## src/rtl/bus_transfer_sequencer.sv

```systemverilog
// Round-robin bus transfer sequencer: IDLE -> DRIVE -> LOAD per register-to-register move.
// Build option: define BUSSEQ_FIXED_PRIORITY_EN for fixed priority (requester 0 highest).
module bus_transfer_sequencer #(
    parameter int NREQ  = 4,
    parameter int NSRC  = 8,
    parameter int NDST  = 8,
    parameter int SRC_W = 3,
    parameter int DST_W = 3
) (
    input  logic                  clk,
    input  logic                  reset,
    input  logic [NREQ-1:0]       req,
    input  logic [NREQ*SRC_W-1:0] src,
    input  logic [NREQ*DST_W-1:0] dst,
    output logic [NREQ-1:0]       ack,
    output logic [NSRC-1:0]       bus_en,
    output logic [NDST-1:0]       bus_load,
    output logic                  busy
);

    localparam int PTR_W = (NREQ > 1) ? $clog2(NREQ) : 1;

    localparam logic [1:0] S_IDLE  = 2'd0;
    localparam logic [1:0] S_DRIVE = 2'd1;
    localparam logic [1:0] S_LOAD  = 2'd2;

    logic [1:0]       r_state;
    logic [PTR_W-1:0] r_grant;
    logic [SRC_W-1:0] r_src_l;
    logic [DST_W-1:0] r_dst_l;
    logic [NREQ-1:0]  r_ack;
    logic [NSRC-1:0]  r_bus_en;
    logic [NDST-1:0]  r_bus_load;
    logic             r_busy;
`ifndef BUSSEQ_FIXED_PRIORITY_EN
    logic [PTR_W-1:0] r_rr_ptr;
`endif

    logic             w_found;
    logic [PTR_W-1:0] w_grant;
    int               w_idx;
    logic [SRC_W-1:0] w_src_sel;
    logic [DST_W-1:0] w_dst_sel;

    // Out-of-range indices decode to all-zero, so the bus floats / nothing loads.
    function automatic logic [NSRC-1:0] dec_src(input logic [SRC_W-1:0] s);
        logic [NSRC-1:0] v;
        v = '0;
        for (int i = 0; i < NSRC; i++) begin
            if (int'(s) == i) v[i] = 1'b1;
        end
        return v;
    endfunction

    function automatic logic [NDST-1:0] dec_dst(input logic [DST_W-1:0] d);
        logic [NDST-1:0] v;
        v = '0;
        for (int i = 0; i < NDST; i++) begin
            if (int'(d) == i) v[i] = 1'b1;
        end
        return v;
    endfunction

    always_comb begin
        w_found = 1'b0;
        w_grant = '0;
        w_idx   = 0;
        for (int i = 0; i < NREQ; i++) begin
`ifdef BUSSEQ_FIXED_PRIORITY_EN
            w_idx = i;
`else
            w_idx = int'(r_rr_ptr) + i;
            if (w_idx >= NREQ) w_idx = w_idx - NREQ;
`endif
            if (!w_found && req[w_idx]) begin
                w_found = 1'b1;
                w_grant = PTR_W'(w_idx);
            end
        end
        w_src_sel = src[int'(w_grant)*SRC_W +: SRC_W];
        w_dst_sel = dst[int'(w_grant)*DST_W +: DST_W];
    end

    always_ff @(posedge clk) begin
        if (reset) begin
            r_state    <= S_IDLE;
            r_grant    <= '0;
            r_src_l    <= '0;
            r_dst_l    <= '0;
            r_ack      <= '0;
            r_bus_en   <= '0;
            r_bus_load <= '0;
            r_busy     <= 1'b0;
`ifndef BUSSEQ_FIXED_PRIORITY_EN
            r_rr_ptr   <= '0;
`endif
        end else begin
            case (r_state)
                S_IDLE: begin
                    r_ack      <= '0;
                    r_bus_load <= '0;
                    if (w_found) begin
                        r_state  <= S_DRIVE;
                        r_grant  <= w_grant;
                        r_src_l  <= w_src_sel;
                        r_dst_l  <= w_dst_sel;
                        r_bus_en <= dec_src(w_src_sel);
                        r_busy   <= 1'b1;
                    end else begin
                        r_bus_en <= '0;
                        r_busy   <= 1'b0;
                    end
                end
                S_DRIVE: begin
                    // Source has driven a full cycle; the load edge closes the LOAD cycle.
                    r_state        <= S_LOAD;
                    r_bus_en       <= dec_src(r_src_l);
                    r_bus_load     <= dec_dst(r_dst_l);
                    r_ack          <= '0;
                    r_ack[r_grant] <= 1'b1;
                    r_busy         <= 1'b1;
                end
                S_LOAD: begin
                    r_state    <= S_IDLE;
                    r_ack      <= '0;
                    r_bus_en   <= '0;
                    r_bus_load <= '0;
                    r_busy     <= 1'b0;
`ifndef BUSSEQ_FIXED_PRIORITY_EN
                    if (int'(r_grant) == NREQ - 1) r_rr_ptr <= '0;
                    else                           r_rr_ptr <= r_grant + 1'b1;
`endif
                end
                default: begin
                    r_state    <= S_IDLE;
                    r_ack      <= '0;
                    r_bus_en   <= '0;
                    r_bus_load <= '0;
                    r_busy     <= 1'b0;
                end
            endcase
        end
    end

    assign ack      = r_ack;
    assign bus_en   = r_bus_en;
    assign bus_load = r_bus_load;
    assign busy     = r_busy;

endmodule

```

## config.mk

```make
export PLATFORM = sky130hd
export DESIGN_NAME = bus_transfer_sequencer
export DESIGN_NICKNAME = d
export VERILOG_FILES = /design/src/rtl/bus_transfer_sequencer.sv
export SDC_FILE = /design/constraint.sdc
export NUM_CORES = 1
export LEC_CHECK = 0
export ABC_CLOCK_PERIOD_IN_PS = 3720
export CAP_MARGIN = 40
export CORE_UTILIZATION = 25
export DETAILED_ROUTE_END_ITERATION = 16
export GPL_TIMING_DRIVEN = 0
export HOLD_SLACK_MARGIN = 0.02
export SYNTH_ARGS = -nofsm -noshare
export SYNTH_HDL_FRONTEND = slang
export SYNTH_SLANG_ARGS = --single-unit
```

## constraint.sdc

```tcl
create_clock -name clk -period 3.72 [get_ports clk]
set_input_delay 0.372 -clock clk [delete_from_list [all_inputs] [get_ports clk]]
set_output_delay 0.372 -clock clk [all_outputs]
set_load 0.005 [all_outputs]
```

* Word-level counts from Yosys, hierarchy flattened
Index checks and enable logic that the tools add are counted.
Cells by class: magnitude comparators 10, equality and inequality tests 25, multipliers 1, add/subtract/negate cells 8, div/mod/pow operators 0, multiplexer cells 57, reduce and logical (&&, ||, !) cells 13, bitwise logic cells 1, shift-type cells 2
Operator list (number):
- $lt A32 B4 Y1 const B | 4
- $mux W32 | 4
- $mux W1 | 38
- $eq A3 B3 Y1 const B | 12
- $shiftx A12 B32 Y3 | 1
- $eq A3 B2 Y1 const B | 6
- $pmux W8 S2 | 1
- $mux W2 | 6
- $shiftx A12 B5 Y3 | 1
- $sub A3 B3 Y4 const B | 3
- $eq A3 B1 Y1 const B | 3
- $ge A3 B3 Y1 const B | 3
- $logic_not A3 Y1 | 3
- $bmux W1 S2 | 4
- $mux W8 | 1
- $add A2 B2 Y3 const B | 2
- $eq A2 B1 Y1 const B | 2
- $logic_and A1 B1 Y1 | 4
- $mul A2 B2 Y4 const B | 1
- $pmux W2 S2 | 1
- $sub A2 B3 Y4 const B | 1
- $add A2 B1 Y3 const B | 1
- $ge A2 B3 Y1 const B | 1
- $logic_not A1 Y1 | 3
- other kinds (11) | 11
Word-level totals: word-level logic and storage cells 126, input bits 30, memories 0, register bits after elaboration 33, output and inout port bits 21, ROM bits 0, bits in latches 0, bits in writable memories 0

* Depth between registers and ports, before layout
Gate-level depths: netlist of run 1.
depth after elaboration 21, gate-level depth with buffers 7, gate-level depth less buffers 6

* Least setup slack after synthesis of run 1
Ideal clock, no wire load.
kind input port to flip-flop, from input req[2], to register r_bus_en[4] (netlist: bus_en[4]), setup slack 1.789 ns, setup time 0.087 ns, required time 3.633 ns, cell stages on the path 6, buffers on the path 0, arrival 1.844 ns, cell sequence and2b_1 -> a311oi_4 -> or2_4 -> a211oi_1 -> or3b_4 -> o31ai_1
Between the ends: word-level cells in the longest chain between the ends 19, elaborated cells between the ends (all ways) 32, classes of those cells mul (1); eq/ne (1); shift (1); mux (23); reduce/logical (6)
RTL lines:
- from (decl) | line 12 | input logic [NREQ-1:0] req,
- $bmux W1 S2 | line 75 | if (!w_found && req[w_idx]) begin
- $mux W1 (not written as such) (2 in a row) | line 75
- $mux W1 | line 75
- $logic_not A1 Y1 | line 75
- $logic_and A1 B1 Y1 | line 75
- $mux W1 | line 75
- $logic_not A1 Y1 | line 75
- $logic_and A1 B1 Y1 | line 75
- (+2 left out)
- $logic_and A1 B1 Y1 | line 75
- $mux W2 | line 75
- $mul A2 B2 Y4 | line 80 | w_src_sel = src[int'(w_grant)*SRC_W +: SRC_W];
- $shiftx A12 B32 Y3 | line 80
- $eq A3 B3 Y1 | line 50 | if (int'(s) == i) v[i] = 1'b1;
- $mux W1 | line 50
- $mux W8 * | line 102 | if (w_found) begin
- $pmux W8 S2 * | line 98 | case (r_state)
- to (signal assigned) | line 107 | r_bus_en <= dec_src(w_src_sel);
- to (signal assigned) | line 117 | r_bus_en <= dec_src(r_src_l);
- to (decl) | line 32 | logic [NSRC-1:0] r_bus_en;
Mark *: on every way between the ends. The rest lies on a longest branch, timed or not. The select of a mux whose other input is x is not followed. A chain may end at the register's enable or synchronous reset.

* Worst setup path in the final report of run 1
from input req[2], to register r_bus_en[6] (netlist: bus_en[6])
Between the ends: word-level cells in the longest chain between the ends 19, elaborated cells between the ends (all ways) 32, classes of those cells mul (1); eq/ne (1); shift (1); mux (23); reduce/logical (6)
RTL lines (line):
- $bmux W1 S2 | 75
- $mux W1 (not written as such) (2 in a row) | 75
- $mux W1 | 75
- $logic_not A1 Y1 | 75
- $logic_and A1 B1 Y1 | 75
- $mux W1 | 75
- $logic_not A1 Y1 | 75
- $logic_and A1 B1 Y1 | 75
- (+2 left out)
- $logic_and A1 B1 Y1 | 75
- $mux W2 | 75
- $mul A2 B2 Y4 | 80
- $shiftx A12 B32 Y3 | 80
- $eq A3 B2 Y1 | 50
- $mux W1 | 50
- $mux W8 * | 102
- $pmux W8 S2 * | 98
Marks and branches as above.

==> out/metrics.json, run 1 <==
{
  "yosys": {
    "post_synth.cell_area_avg_sq_um": 9.24,
    "number_of_library_cell_types_mapped_by_synthesis": 31,
    "mappedNetlistArea_sq_um": 1480,
    "synth_warnings": 0,
    "netlist_instances": 160,
    "syn_nets": 194,
    "postSynthRegisterBits": 33,
    "proportion_of_synthesized_chip_area_in_sequential_cells_pct": 44.7
  },
  "status": {
    "run_status": "finished, final reports clean"
  },
  "global_route": {
    "global_route_total_usage_across_every_layer_pct": 10.9,
    "first_global_vias": 1174,
    "grt_start_max_net_pins": 11,
    "grt_first_pass_wirelength_microns": 5360,
    "global_route.overflow_total": 0,
    "antenna_found_initial": 0
  },
  "timing": {
    "maxSlewViolCount": 0,
    "final_total_negative_setup_slack_ns": 0,
    "final.min_clock_period_ns": 2.50,
    "portion_of_the_clock_cycle_consumed_by_the_worst_path_in_the_final_layout_pct": 67.1,
    "setup_repair_after_global_routing_missed_its_margin": "no",
    "worst_margin_pin_slew_ns": 0.728,
    "fin_skew_ns": 0.00783,
    "hold_viol_final": 0,
    "max_freq_mhz": 400,
    "setup_viol": 0,
    "slew_headroom_pct": 51.5
  },
  "power_and_ir_drop": {
    "pwr-share-clk_pct": 35.4,
    "vdd_ir_drop_max_v": 0.000144,
    "total_power_w": 0.000896,
    "power_leakage_nw": 0.787,
    "power.switching_w": 0.000229,
    "power_density_nw_per_um2": 414,
    "switching_share_pct": 25.5,
    "internal-power_w": 0.000667,
    "power_frac_seq_pct": 44.4,
    "comb_power_share_pct": 20.2
  },
  "die": {
    "die_w_microns": 78.9,
    "start_util_pct": 26.4,
    "design.portCount": 51,
    "die_h_microns": 78.9,
    "floorplan.die_area_sq_um": 6230,
    "design.core.area_sq_um": 5610,
    "num_rows": 27
  },
  "drt": {
    "firstDrtPassIters": 4,
    "routed_wl_microns": 3170,
    "drc": 0,
    "route.antenna.remaining_nets": 0,
    "wl_per_cell_microns": 11.0,
    "post_drt_via_cell_ratio": 4.51,
    "drt_iter0_markers": 42,
    "routed-via-count": 1300
  },
  "placed_design": {
    "buffer_ports.inserted": 49,
    "gpl.final_weighted_congestion": 0.731,
    "dp_hpwl_microns": 2530
  },
  "clock_network": {
    "ctsResizeCount": 0,
    "cts_setup_buffers": 0,
    "cts_root_buffer": "sky130_fd_sc_hd__clkbuf_8",
    "cts.clk_slew.worst_paths_ns": 0.06,
    "cts_max_level": 2,
    "clockBufferDepth": 2,
    "cts_tree": "yes",
    "clock_sinks": 33,
    "clk_latency_ns": 0.28,
    "cts-hold-fix-buffers": 0,
    "numCtsBuffers": 5
  },
  "layout": {
    "final_layout_size_suffix_gt1_share_pct": 7.41,
    "finish.utilization_pct": 38.6,
    "fillers": 607,
    "layout.nets": 250,
    "register_area_sq_um": 661,
    "syn_to_final_growth_pct": 46.3,
    "antenna_fix_cells": 0,
    "area_taken_by_multi_input_logic_gates_sq_um": 781
  },
  "hold_path": {
    "worst_hold_path_type": "reg2reg"
  },
  "worst_setup_path": {
    "crit_arrival_ns": 2.67,
    "endpoint_kind": "flip-flop",
    "path_delay_family": "simple AND/OR/NAND/NOR gates",
    "crit_slowest_cell": "sky130_fd_sc_hd__clkdlybuf4s50_1",
    "delay_of_the_slowest_cell_on_the_worst_path_ns": 0.50,
    "worstPathBufferInverterCount": 1,
    "cp-start-kind": "input port",
    "worst_path_max_fanout": 10,
    "path_cells": "clkdlybuf4s50_1 > and2b_1 > a311oi_4 > or2_4 > a211oi_1 > or3b_4 > o31ai_1",
    "timing.setup.critical_path_class": "in2reg",
    "required_time_of_the_critical_path_ns": 3.89
  },
  "flow_run": {
    "count_of_maximum_capacitance_violations": 0
  }
}
-- layout by cell type (no fill, tap or decap), types with 2 or more instances in the layout --
cell type and instances:
sky130_fd_sc_hd__nand4_1 2, sky130_fd_sc_hd__clkdlybuf4s50_1 49, sky130_fd_sc_hd__a211oi_1 8, sky130_fd_sc_hd__nor2_1 19
sky130_fd_sc_hd__a21oi_1 10, sky130_fd_sc_hd__nand2_1 13, sky130_fd_sc_hd__ha_1 4, sky130_fd_sc_hd__nand3_1 4
sky130_fd_sc_hd__clkbuf_8 5, sky130_fd_sc_hd__nand2b_1 6, sky130_fd_sc_hd__clkbuf_1 3, sky130_fd_sc_hd__and2_1 4
sky130_fd_sc_hd__or3_1 6, sky130_fd_sc_hd__or2_4 3, sky130_fd_sc_hd__inv_1 4, sky130_fd_sc_hd__o31ai_1 7
sky130_fd_sc_hd__nor3_1 5, sky130_fd_sc_hd__mux2i_1 5, sky130_fd_sc_hd__a211o_1 3, sky130_fd_sc_hd__nor3b_1 9
sky130_fd_sc_hd__dfxtp_1 33
-- state kept, by name, summed over array words and instances, names as in the netlist --
name      count
bus_en        8
r_state       2
r_grant       2
bus_load      8
ack           4
r_rr_ptr      2
r_dst_l       3
r_src_l       3
busy          1
-- path summary, 6_finish.rpt --
kind | from | end | slack (ns) | cells after the start
worst min-delay path | r_src_l[0]$_SDFFE_PP0P_ | r_src_l[0]$_SDFFE_PP0P_ | 0.48 | 2
worst max register to register | r_rr_ptr[0]$_SDFFE_PP0N_ | bus_en[6]$_SDFF_PP0_ | 1.45 | 6
worst min register to register | r_src_l[0]$_SDFFE_PP0P_ | r_src_l[0]$_SDFFE_PP0P_ | 0.48 | 2
worst max-delay path | req[2] | bus_en[6]$_SDFF_PP0_ | 1.22 | 7
-- Yosys cell counts (all sizes together) --
library cell / n / area, sq um
a211oi: 9 / 72.6
and2b: 1 / 7.51
nand4: 2 / 12.5
a21oi: 10 / 50.1
or4: 1 / 7.51
nor3b: 9 / 67.6
nand2b: 6 / 37.5
a22oi: 1 / 7.51
or3: 6 / 37.5
mux2i: 5 / 50.1
inv: 4 / 15.0
nor3: 6 / 41.3
nand3: 4 / 20.0
buf: 1 / 11.3
o31ai: 8 / 65.1
ha: 4 / 50.1
o21a: 1 / 7.51
or3b: 1 / 11.3
nor2: 19 / 71.3
nand2: 13 / 48.8
or2: 3 / 26.3
nor4: 1 / 6.26
dfxtp: 33 / 661
o21ai: 1 / 5.00
a311oi: 1 / 26.3
a211o: 3 / 26.3
clkbuf: 3 / 11.3
and2: 4 / 25.0
-- area by class of cell --
class                   count  share of cell area (%)
repair buffers             49                    22.7
inverters                   4                   0.694
flip-flops and latches     33                    30.5
clock inverters             2                    1.62
well taps                  72                    4.16
plain buffers               4                    1.04
multi-input cells         119                    36.1
clock buffers               5                    3.18
-- power by group through the flow --
stage          clock, W  combinational, W  sequential [W]
2_1_floorplan         0          0.000107        0.000403
3_3_place_gp          0          0.000181        0.000406
3_5_place_dp          0          0.000182        0.000406
4_1_cts        0.000327          0.000183        0.000398
5_1_grt        0.000342          0.000202        0.000403
6_report       0.000317          0.000181        0.000398
-- layer usage --
layer,track usage [%],vias to the layer above,share of wire (%)
met5,0,-,0
met4,4.36,0,1.6
met3,2.87,4,7.0
met2,15.8,51,41
met1,15.1,559,51
li1,-,686,-
-- per-stage QoR --
stage / hold WS (ns) / worst slack (ns) / cell area (sq um) / cells
2_1_floorplan: 0.445 / 1.79 / 1480 / 160
4_1_cts: 0.485 / 1.20 / 2160 / 288
5_1_grt: 0.507 / 0.991 / 2160 / 288
3_5_place_dp: 0.475 / 0.951 / 2060 / 281
6_report: 0.481 / 1.22 / 2160 / 288
3_3_place_gp: 0.470 / 0.978 / 2060 / 281
-- logic make-up (layout without fill, tap and decap cells) --
family | count (synthesis) | count (layout) | synth area share, %
buffers and inverters | 8 | 64 | 2.54
and+or+nand+nor | 76 | 76 | 28.4
adders and majority gates | 4 | 4 | 3.38
muxes | 5 | 5 | 3.38
DFF | 33 | 33 | 44.7
AOI/OAI and AO/OA | 34 | 34 | 17.6
-- tightest hold or removal path, cell delays in order, from the launching register on --
cell                      delay, ns
sky130_fd_sc_hd__dfxtp_1       0.33
sky130_fd_sc_hd__nand2_1       0.06
sky130_fd_sc_hd__a21oi_1       0.05
No activity file was read; power rests on OpenSTA's default activity.
==> run 2, diff against run 1 <==
--- a/config.mk
+++ b/config.mk
@@ -5,7 +5,7 @@
 export SDC_FILE = /design/constraint.sdc
 export NUM_CORES = 1
 export LEC_CHECK = 0
-export ABC_CLOCK_PERIOD_IN_PS = 3720
+export ABC_CLOCK_PERIOD_IN_PS = 2500
 export CAP_MARGIN = 40
 export CORE_UTILIZATION = 25
 export DETAILED_ROUTE_END_ITERATION = 16
==> constraint.sdc (replaced) <==
create_clock -name clk -period 2.5 [get_ports clk]
set_input_delay 0.25 -clock clk [delete_from_list [all_inputs] [get_ports clk]]
set_output_delay 0.25 -clock clk [all_outputs]
set_load 0.005 [all_outputs]
==> out/metrics.json, run 2 (same netlist as run 1, synthesis figures left out) <==
{
  "status": {
    "run_status": {"value": "finished, final reports clean", "change": "unchanged"}
  },
  "placed_design": {
    "placed_cells_incl_taps": {"value": 281, "change": "unchanged"},
    "buffer_ports.inserted": {"value": 49, "change": "unchanged"},
    "gpl.final_weighted_congestion": {"value": 0.731, "change": "unchanged"},
    "dp_hpwl": {"value": 2530, "unit": "microns", "change": "unchanged"},
    "post_dp_cell_area": {"value": 2060, "unit": "sq um", "change": "unchanged"}
  },
  "worst_setup_path": {
    "path_delay_family": {"value": "compound AO/OA/AOI/OAI gates", "change": "was simple AND/OR/NAND/NOR gates"},
    "setup.reg_to_reg.worst_slack": {"value": 0.23, "unit": "ns", "change": "was 1.45 ns"},
    "worst_setup_path_startpoint": {"value": "req[2]", "change": "unchanged"},
    "critical-path-top-cell-by-count": "sky130_fd_sc_hd__or2_4",
    "crit_arrival": {"value": 2.56, "unit": "ns", "change": "was 2.67 ns"},
    "crit_slowest_cell": {"value": "sky130_fd_sc_hd__clkdlybuf4s50_1", "change": "unchanged"},
    "required_time_of_the_critical_path": {"value": 2.67, "unit": "ns", "change": "was 3.89 ns"},
    "delay_of_the_slowest_cell_on_the_worst_path": {"value": 0.50, "unit": "ns", "change": "about the same"},
    "cp-start-kind": {"value": "input port", "change": "unchanged"},
    "path_cells": {"value": "clkdlybuf4s50_1 > and2b_1 > a311oi_4 > or2_4 > buf_6 > a211oi_1 > or2_4 > o31ai_1", "change": "was clkdlybuf4s50_1 > and2b_1 > a311oi_4 > or2_4 > a211oi_1 > or3b_4 > o31ai_1"},
    "timing.setup.critical_path_class": {"value": "in2reg", "change": "unchanged"},
    "worst_path_max_fanout": {"value": 10, "change": "unchanged"},
    "endpoint_kind": {"value": "flip-flop", "change": "unchanged"},
    "worstPathBufferInverterCount": {"value": 2, "change": "was 1"},
    "timing.rr.start": {"value": "r_rr_ptr[0]$_SDFFE_PP0N_", "change": "unchanged"}
  },
  "timing": {
    "maxSlewViolCount": {"value": 0, "change": "unchanged"},
    "setup_viol": {"value": 0, "change": "unchanged"},
    "worst_margin_pin_slew": {"value": 0.732, "unit": "ns", "change": "was 0.728 ns"},
    "fin_skew": {"value": 0.00798, "unit": "ns", "change": "was 0.00783 ns"},
    "fin_hold_ws": {"value": 0.399, "unit": "ns", "change": "was 0.481 ns"},
    "portion_of_the_clock_cycle_consumed_by_the_worst_path_in_the_final_layout_pct": 95.3,
    "slew_headroom": {"value": 51.2, "unit": "%", "change": "was 51.5%"},
    "setup_repair_after_global_routing_missed_its_margin": {"value": "no", "change": "unchanged"},
    "final.min_clock_period_ns": 2.38,
    "hold_viol_final": {"value": 0, "change": "unchanged"},
    "max_freq_mhz": 420
  },
  "power_and_ir_drop": {
    "vdd_ir_drop_max": {"value": 0.000214, "unit": "V", "change": "was 0.000144 V"},
    "switching_share": {"value": 25.6, "unit": "%", "change": "was 25.5%"},
    "comb_power_share": {"value": 20.3, "unit": "%", "change": "was 20.2%"},
    "power_leakage": {"value": 0.789, "unit": "nW", "change": "was 0.787 nW"},
    "internal-power": {"value": 0.000994, "unit": "W", "change": "was 0.000667 W"},
    "pwr-share-clk": {"value": 35.3, "unit": "%", "change": "was 35.4%"},
    "power_frac_seq": {"value": 44.3, "unit": "%", "change": "was 44.4%"},
    "total_power": {"value": 0.00134, "unit": "W", "change": "was 0.000896 W"},
    "power.switching": {"value": 0.000342, "unit": "W", "change": "was 0.000229 W"},
    "power_density": {"value": 615, "unit": "nW/um^2", "change": "was 414 nW/um^2"}
  },
  "flow_run": {
    "count_of_maximum_capacitance_violations": {"value": 0, "change": "unchanged"}
  },
  "clock_network": {
    "clock_sinks": {"value": 33, "change": "unchanged"},
    "cts.clk_slew.worst_paths": {"value": 0.07, "unit": "ns", "change": "was 0.06 ns"},
    "cts_max_level": {"value": 2, "change": "unchanged"},
    "clk_latency": {"value": 0.28, "unit": "ns", "change": "about the same"},
    "clockBufferDepth": {"value": 2, "change": "unchanged"},
    "cts-hold-fix-buffers": {"value": 0, "change": "unchanged"},
    "cts_root_buffer": {"value": "sky130_fd_sc_hd__clkbuf_8", "change": "unchanged"},
    "numCtsBuffers": {"value": 5, "change": "unchanged"},
    "cts_tree": {"value": "yes", "change": "unchanged"}
  },
  "die": {
    "die_h": {"value": 78.9, "unit": "microns", "change": "unchanged"},
    "die_w": {"value": 78.9, "unit": "microns", "change": "unchanged"},
    "start_util": {"value": 26.4, "unit": "%", "change": "unchanged"},
    "floorplan.die_area": {"value": 6230, "unit": "sq um", "change": "unchanged"},
    "design.core.area": {"value": 5610, "unit": "sq um", "change": "unchanged"},
    "design.portCount": {"value": 51, "change": "unchanged"},
    "num_rows": {"value": 27, "change": "unchanged"}
  },
  "layout": {
    "layout.nets": {"value": 250, "change": "unchanged"},
    "layout_commonest_cell": {"value": "sky130_fd_sc_hd__clkdlybuf4s50_1", "change": "unchanged"},
    "finish.utilization": {"value": 38.8, "unit": "%", "change": "was 38.6%"},
    "antenna_fix_cells": {"value": 0, "change": "unchanged"},
    "syn_to_final_growth": {"value": 47.0, "unit": "%", "change": "was 46.3%"},
    "most_used_cells_in_the_layout_excluding_fill_and_tap_cells": {"value": "sky130_fd_sc_hd__clkdlybuf4s50_1 (49), sky130_fd_sc_hd__dfxtp_1 (33), sky130_fd_sc_hd__nor2_1 (19), sky130_fd_sc_hd__nand2_1 (13), sky130_fd_sc_hd__a21oi_1 (10)", "change": "unchanged"},
    "post_layout_nonfiller_instances": {"value": 288, "change": "unchanged"},
    "post-route-cell-area": {"value": 2170, "unit": "sq um", "change": "was 2160 sq um"},
    "final_layout_size_suffix_gt1_share": {"value": 8.33, "unit": "%", "change": "was 7.41%"},
    "fillers": {"value": 605, "change": "was 607"}
  },
  "drt": {
    "routed-via-count": {"value": 1296, "change": "was 1300"},
    "wl_per_cell": {"value": 11.1, "unit": "microns", "change": "was 11.0 microns"},
    "drt_iter0_markers": {"value": 45, "change": "was 42"},
    "firstDrtPassIters": {"value": 4, "change": "unchanged"},
    "post_drt_via_cell_ratio": {"value": 4.50, "change": "was 4.51"},
    "routed_wl": {"value": 3190, "unit": "microns", "change": "was 3170 microns"},
    "drc": {"value": 0, "change": "unchanged"},
    "route.antenna.remaining_nets": {"value": 0, "change": "unchanged"}
  },
  "hold_path": {
    "hold_start": {"value": "reset", "change": "was r_src_l[0]$_SDFFE_PP0P_"},
    "worst_hold_path_type": {"value": "in2reg", "change": "was reg2reg"}
  },
  "global_route": {
    "first_global_vias": {"value": 1174, "change": "unchanged"},
    "global_route.overflow_total": {"value": 0, "change": "unchanged"},
    "grt_start_max_net_pins": {"value": 11, "change": "unchanged"},
    "grt_first_pass_wirelength": {"value": 5360, "unit": "microns", "change": "unchanged"},
    "global_route_total_usage_across_every_layer": {"value": 10.9, "unit": "%", "change": "unchanged"},
    "antenna_found_initial": {"value": 0, "change": "unchanged"}
  }
}
## run 2: cell count changes in the layout (fill, tap and decap cells not counted)
cell,previous run,this run
sky130_fd_sc_hd__a211oi_2,1,3
sky130_fd_sc_hd__a211oi_1,8,6
## run 2: layout make-up
class                   instances  area (sq um)  area share (%)
repair buffers                 49           490            22.6
plain buffers                   4          22.5            1.04
well taps                      72          90.1            4.15
clock buffers                   5          68.8            3.17
inverters                       4          15.0           0.691
multi-input cells             119           791            36.4
flip-flops and latches         33           661            30.4
clock inverters                 2          35.0            1.61
## run 2: through the flow
step	TNS [ns]	worst slack, ns
after CTS	0	0.107
after detailed placement	-0.858	-0.147
after floorplan	0	0.576
final	0	0.119
after global routing	0	0.00924
after global placement	-0.657	-0.120
## run 2: routing by layer
metal / wire length (microns) / vias to the layer above / global-route usage [%] / part of all wire [%]
met5: 0 / - / 0 / 0
met4: 51 / 0 / 4.36 / 1.6
met3: 218 / 4 / 2.87 / 6.8
met2: 1290 / 49 / 15.8 / 41
met1: 1620 / 555 / 15.1 / 51
li1: - / 688 / - / -
## run 2: power by group through the flow
stage          sequential [W]  clock [W]  combinational (W)
4_1_cts              0.000592   0.000486           0.000272
3_5_place_dp         0.000604          0           0.000270
5_1_grt              0.000599   0.000509           0.000304
3_3_place_gp         0.000603          0           0.000269
6_report             0.000592   0.000472           0.000272
2_1_floorplan        0.000599          0           0.000160
## run 2: worst register-to-register path, stage by stage (launching register included)
cell	delay (ns)
sky130_fd_sc_hd__dfxtp_1	0.38
sky130_fd_sc_hd__and2b_1	0.22
sky130_fd_sc_hd__a311oi_4	0.50
sky130_fd_sc_hd__or2_4	0.25
sky130_fd_sc_hd__buf_6	0.15
sky130_fd_sc_hd__a211oi_1	0.12
sky130_fd_sc_hd__or2_4	0.27
sky130_fd_sc_hd__o31ai_1	0.28
## run 2: repair_timing
action | 4_1_cts | 5_1_grt
endpoints found under the setup margin | 0 | 4
gates resized for setup | 0 | 2
setup buffers | 0 | 0
## run 2: final timing paths
kind                                                end  cells past startpoint
worst max register to register     bus_en[6]$_SDFF_PP0_                      7
worst max-delay path               bus_en[6]$_SDFF_PP0_                      8
worst min-delay path            r_state[0]$_SDFFE_PP0P_                      2
worst min register to register  r_src_l[0]$_SDFFE_PP0P_                      2
